[src/rtl/mem_port_arbiter.sv]
// Round-robin arbiter sharing one memory port between instruction fetch and data access.
// Handles fetch discard on flush, a bounded wait for mem_ack, and a sticky timeout flag.
module mem_port_arbiter #(
  parameter int ADDR_W  = 32,
  parameter int DATA_W  = 32,
  parameter int TIMEOUT = 255
) (
  input  logic              clk,
  input  logic              rst_n,
  input  logic              if_req,
  input  logic [ADDR_W-1:0] if_addr,
  input  logic              if_flush,
  input  logic              d_rd,
  input  logic              d_wr,
  input  logic [ADDR_W-1:0] d_addr,
  input  logic [DATA_W-1:0] d_wdata,
  output logic              mem_req,
  output logic              mem_we,
  output logic [ADDR_W-1:0] mem_addr,
  output logic [DATA_W-1:0] mem_wdata,
  input  logic              mem_ack,
  input  logic [DATA_W-1:0] mem_rdata,
  output logic              if_valid,
  output logic [DATA_W-1:0] if_rdata,
  output logic              d_valid,
  output logic [DATA_W-1:0] d_rdata,
  output logic              mem_stall,
  output logic              timeout_err
);

  typedef enum logic [1:0] {IDLE, FETCH_BUSY, DATA_BUSY} state_t;

  localparam logic [7:0] LAST_WAIT = 8'(TIMEOUT - 1);

  state_t     state, next_state;
  logic [7:0] wait_cnt;
  logic       discard;
  logic       last_grant_data;
  logic       fetch_want, data_want;
  logic       grant_fetch, grant_data;
  logic       acked, timed_out, flush_now;

  always_ff @(posedge clk or negedge rst_n) begin
    if (!rst_n) state <= IDLE;
    else        state <= next_state;
  end

  always_comb begin
    next_state = state;
    case (state)
      IDLE: begin
        if (grant_data)       next_state = DATA_BUSY;
        else if (grant_fetch) next_state = FETCH_BUSY;
      end
      FETCH_BUSY, DATA_BUSY: begin
        if (acked || timed_out) next_state = IDLE;
      end
      default: next_state = IDLE;
    endcase
  end

  // Grants are held off while a valid pulse is out, so the finishing requester can drop its request.
  always_comb begin
    fetch_want  = 1'b0;
    data_want   = 1'b0;
    grant_fetch = 1'b0;
    grant_data  = 1'b0;
    acked       = 1'b0;
    timed_out   = 1'b0;
    flush_now   = 1'b0;
    case (state)
      IDLE: begin
        if (!(if_valid || d_valid)) begin
          fetch_want = if_req & ~if_flush;
          data_want  = d_rd | d_wr;
          if (fetch_want && data_want) begin
            grant_data  = ~last_grant_data;
            grant_fetch = last_grant_data;
          end else begin
            grant_data  = data_want;
            grant_fetch = fetch_want;
          end
        end
      end
      FETCH_BUSY, DATA_BUSY: begin
        acked     = mem_ack;
        timed_out = ~mem_ack & (wait_cnt == LAST_WAIT);
        flush_now = (state == FETCH_BUSY) & (discard | if_flush);
      end
      default: ;
    endcase
  end

  always_ff @(posedge clk or negedge rst_n) begin
    if (!rst_n) begin
      mem_req         <= 1'b0;
      mem_we          <= 1'b0;
      mem_addr        <= '0;
      mem_wdata       <= '0;
      if_valid        <= 1'b0;
      d_valid         <= 1'b0;
      if_rdata        <= '0;
      d_rdata         <= '0;
      wait_cnt        <= '0;
      discard         <= 1'b0;
      last_grant_data <= 1'b0;
      timeout_err     <= 1'b0;
    end else begin
      if_valid <= 1'b0;
      d_valid  <= 1'b0;
      if (timed_out) timeout_err <= 1'b1;
      case (state)
        IDLE: begin
          wait_cnt <= '0;
          discard  <= 1'b0;
          if (grant_data) begin
            mem_req         <= 1'b1;
            mem_we          <= d_wr;
            mem_addr        <= d_addr;
            mem_wdata       <= d_wdata;
            last_grant_data <= 1'b1;
          end else if (grant_fetch) begin
            mem_req         <= 1'b1;
            mem_we          <= 1'b0;
            mem_addr        <= if_addr;
            mem_wdata       <= '0;
            last_grant_data <= 1'b0;
          end
        end
        FETCH_BUSY: begin
          if (acked || timed_out) begin
            mem_req  <= 1'b0;
            mem_we   <= 1'b0;
            wait_cnt <= '0;
            discard  <= 1'b0;
            if (!flush_now) begin
              if_valid <= 1'b1;
              if_rdata <= acked ? mem_rdata : '0;
            end
          end else begin
            wait_cnt <= wait_cnt + 8'd1;
            discard  <= flush_now;
          end
        end
        DATA_BUSY: begin
          if (acked || timed_out) begin
            mem_req  <= 1'b0;
            mem_we   <= 1'b0;
            wait_cnt <= '0;
            d_valid  <= 1'b1;
            if (timed_out)    d_rdata <= '0;
            else if (!mem_we) d_rdata <= mem_rdata;
          end else begin
            wait_cnt <= wait_cnt + 8'd1;
          end
        end
        default: ;
      endcase
    end
  end

  assign mem_stall = ((d_rd | d_wr) & ~d_valid) | (if_req & ~if_valid & ~if_flush);

endmodule

[config.mk]
export PLATFORM = sky130hd
export DESIGN_NAME = mem_port_arbiter
export DESIGN_NICKNAME = d
export VERILOG_FILES = /design/src/rtl/mem_port_arbiter.sv
export SDC_FILE = /design/constraint.sdc
export NUM_CORES = 1
export LEC_CHECK = 0
export ABC_AREA = 1
export ABC_CLOCK_PERIOD_IN_PS = 2700
export CAP_MARGIN = 40
export CORE_ASPECT_RATIO = 0.75
export CORE_UTILIZATION = 45
export CTS_BUF_LIST = sky130_fd_sc_hd__clkbuf_8
export DETAILED_ROUTE_END_ITERATION = 10
export PLACE_DENSITY = 0.85
export SYNTH_ARGS = -nofsm -noshare
export SYNTH_HDL_FRONTEND = slang
export SYNTH_SLANG_ARGS = --single-unit
[constraint.sdc]
create_clock -name clk -period 2.7 [get_ports clk]
set_input_delay 0.54 -clock clk [delete_from_list [all_inputs] [get_ports clk]]
set_output_delay 0.54 -clock clk [all_outputs]
set_load 0.01 [all_outputs]
==> results.yml <==
yosys:
  synthXorXnorAreaFrac_pct: 0.845
  synth_common_cells: "nand2_1, dfrtp_1, nand3_1"
  synthMuxAreaShare_pct: 0
  synth.area.top_cells: "dfrtp_1, nand2_1, nand4_1"
  yosysTopAreaCellShare_pct: 58.3
  syn_area_mm2: 0.00622
  synth-seq-cells: 145
  syn_avg_cell_area_um2: 8.71
  synth-compound-area-share_pct: 4.67
  synth-simple-area-share_pct: 30.0
  synth_edf_count: 0
  yosysMostFrequentCell: "nand2_1"
  synth_top_family_by_area: "simple AND/OR/NAND/NOR gates"
  synth_ff_type: "dfrtp_1"
  synth_fa_ha_area_share_pct: 1.21
  synth_cells: 714
  synth_cell_types: 21
  synth_top_area_cell: "dfrtp_1"
  synth_nets: 855
  seq_area_frac_synth_pct: 58.3
  async_flop_share_pct: 100
  yosysWarnings: 0
worst_setup_path:
  critical_path_class: "input pin to output port"
  cp_data_arrival_time_ns: 1.91
  r2r-end: "d_rdata[10]"
  r2r-start: "state[1]"
  crit_start: "d_wr"
  crit_path_end_kind: "output port"
  r2r_slack_ns: 0.56
  start_kind: "input pin"
  critPathRequiredTime_ns: 2.16
  cp-endpoint: "mem_stall"
  rr_worst_depth: 8
  path_max_fanout: 3
detailed_routing:
  drc: 0
  avgViaCountPerCell: 5.05
  totalWireLength_mm: 18.5
  drtAntennaViolNets: 0
  drt_iter0_drc: 376
  wl_per_cell_um: 15.9
  first_pass_iters: 5
  wl_met1_mm: 7.70
  dr_wl_met3_mm: 1.38
  vias: 5849
  routed.top_layer: "met4"
  met2_length_mm: 8.81
final_layout:
  multi_input_area_mm2: 0.00229
  syn_to_final_growth_pct: 52.3
  fin_area_mm2: 0.00948
  nFillCells: 1004
  nets: 1115
  seqCellArea_mm2: 0.00363
  diodes: 0
  drive_gt1_share_pct: 7.80
  fin_cells: 1158
  finish.utilization_pct: 71.6
floorplanning:
  rows: 36
  die-area_mm2: 0.0143
  die-height_um: 104
  ios: 269
  core_region_area_mm2: 0.0132
  die_x_um: 138
  start_util_pct: 47.0
timing:
  holdWs_ns: 0.0334
  layout_min_cycle_time_ns: 2.45
  fin_setup_tns_ns: 0
  maxSlewViolCount: 0
  setup_violations: 0
  grt_setup_unrepaired: "no"
  finClkSkew_ns: 0.0168
  slew_headroom_pct: 55.2
  setup_ws_ns: 0.250
  hold_violations: 0
  max_freq_mhz: 408
  min_period_over_period_pct: 90.7
  worstMarginPinSlew_ns: 0.672
grt:
  grt_overflow: 0
  grt_pass1_wl_mm: 28.8
  track_usage_pct: 26.5
  antenna_found_initial: 0
  grt_pass1_vias: 5700
  grt_max_degree: 66
placement:
  dpl-instance-area_mm2: 0.00905
  dp_cells: 1126
  dp_slack_ns: 0.288
  place_congestion: 0.796
  portBuffers: 268
  dp_hpwl_mm: 13.2
pwr:
  cellLeakagePower_nw: 4.44
  fin_total_pwr_mw: 10.0
  vdd_drop_max_v: 0.000596
  pwr_density_cell_mw_per_mm2: 1060
clock_network:
  clk_pin_slew_ns: 0.08
  post_cts_buffers: 0
  cts-buffers-inserted: 17
  ctsRootBufferMaster: "clkbuf_8"
  clkSinkCount: 145
  postCtsHoldBufs: 0
  ctsResizeCount: 0
  insertion_delay_ns: 0.44
  h-tree-depth: 4
  clk_path_buf_depth: 2
  cts_tree: "yes"
run_status:
  status: "finished clean"
min_path:
  worstHoldPathType: "input pin to async pin"
run:
  max_cap_viol_count: 0
-- cell usage in the layout (no fill, tap or decap) --
master	Yosys	final
a21oi_1	1	1
buf_12	0	4
buf_4	0	8
buf_6	6	1
bufinv_16	0	3
clkbuf_8	0	18
clkdlybuf4s50_1	0	267
clkinv_4	0	2
clkinvlp_4	0	4
dfrtp_1	145	145
ha_1	6	6
inv_1	22	22
inv_2	4	5
inv_6	0	3
inv_8	0	1
nand2_1	353	352
nand2_2	0	1
nand3_1	42	42
nand4_1	35	35
nand4_4	1	1
nor2_1	18	18
nor2_2	1	1
nor2_4	1	1
nor3_1	1	1
o21ai_0	6	6
o21ai_1	9	9
o21ai_2	24	24
xor2_1	6	6
-- final cells by class --
type	count	area share (%)
clock buffer	18	2.61
clock inverter	14	1.89
inverter	26	1.03
multi-input combinational	504	24.1
sequential	145	38.3
tap	171	2.26
timing repair buffer	280	29.8
-- power by group --
group          switching, mW  internal (mW)  leakage, nW
Clock                  0.878          0.953        0.206
Sequential             0.507           3.05         1.86
Combinational           2.37           2.25         2.38
-- worst max-delay path: stages --
cell             delay [ns]
clkdlybuf4s50_1        0.51
nor2_1                 0.08
o21ai_0                0.20
clkdlybuf4s50_1        0.58
-- routing by layer --
layer	global-route usage (%)	vias to the layer above
met5	0	-
met4	11.3	0
met3	6.56	46
met2	42.1	247
met1	34.3	2775
li1	-	2781
-- flip-flops by register name, summed over array words and instances, names as in the netlist --
signal	flops
d_rdata	32
if_rdata	32
mem_addr	32
mem_wdata	32
wait_cnt	8
state	2
d_valid	1
discard	1
if_valid	1
last_grant_data	1
mem_req	1
mem_we	1
timeout_err	1
-- kinds of logic after synthesis --
group,Yosys count
AND/OR/NAND/NOR,452
flip-flops,145
buffers and inverters,65
AO/OA/AOI/OAI,40
XOR/XNOR,6
adder cells (fa/ha/maj),6
-- worst min path at each step --
stage	startpoint	endpoint	slack, ns	cells after the start
2_1_floorplan	rst_n	d_rdata[0]	0.24	0
3_3_place_gp	timeout_err	timeout_err	0.45	2
3_5_place_dp	timeout_err	timeout_err	0.46	2
4_1_cts	rst_n	wait_cnt[7]	0.02	1
5_1_grt	rst_n	wait_cnt[4]	0.05	1
6_report	rst_n	wait_cnt[6]	0.03	1
Note: power is estimated with default switching activity, not from simulation.
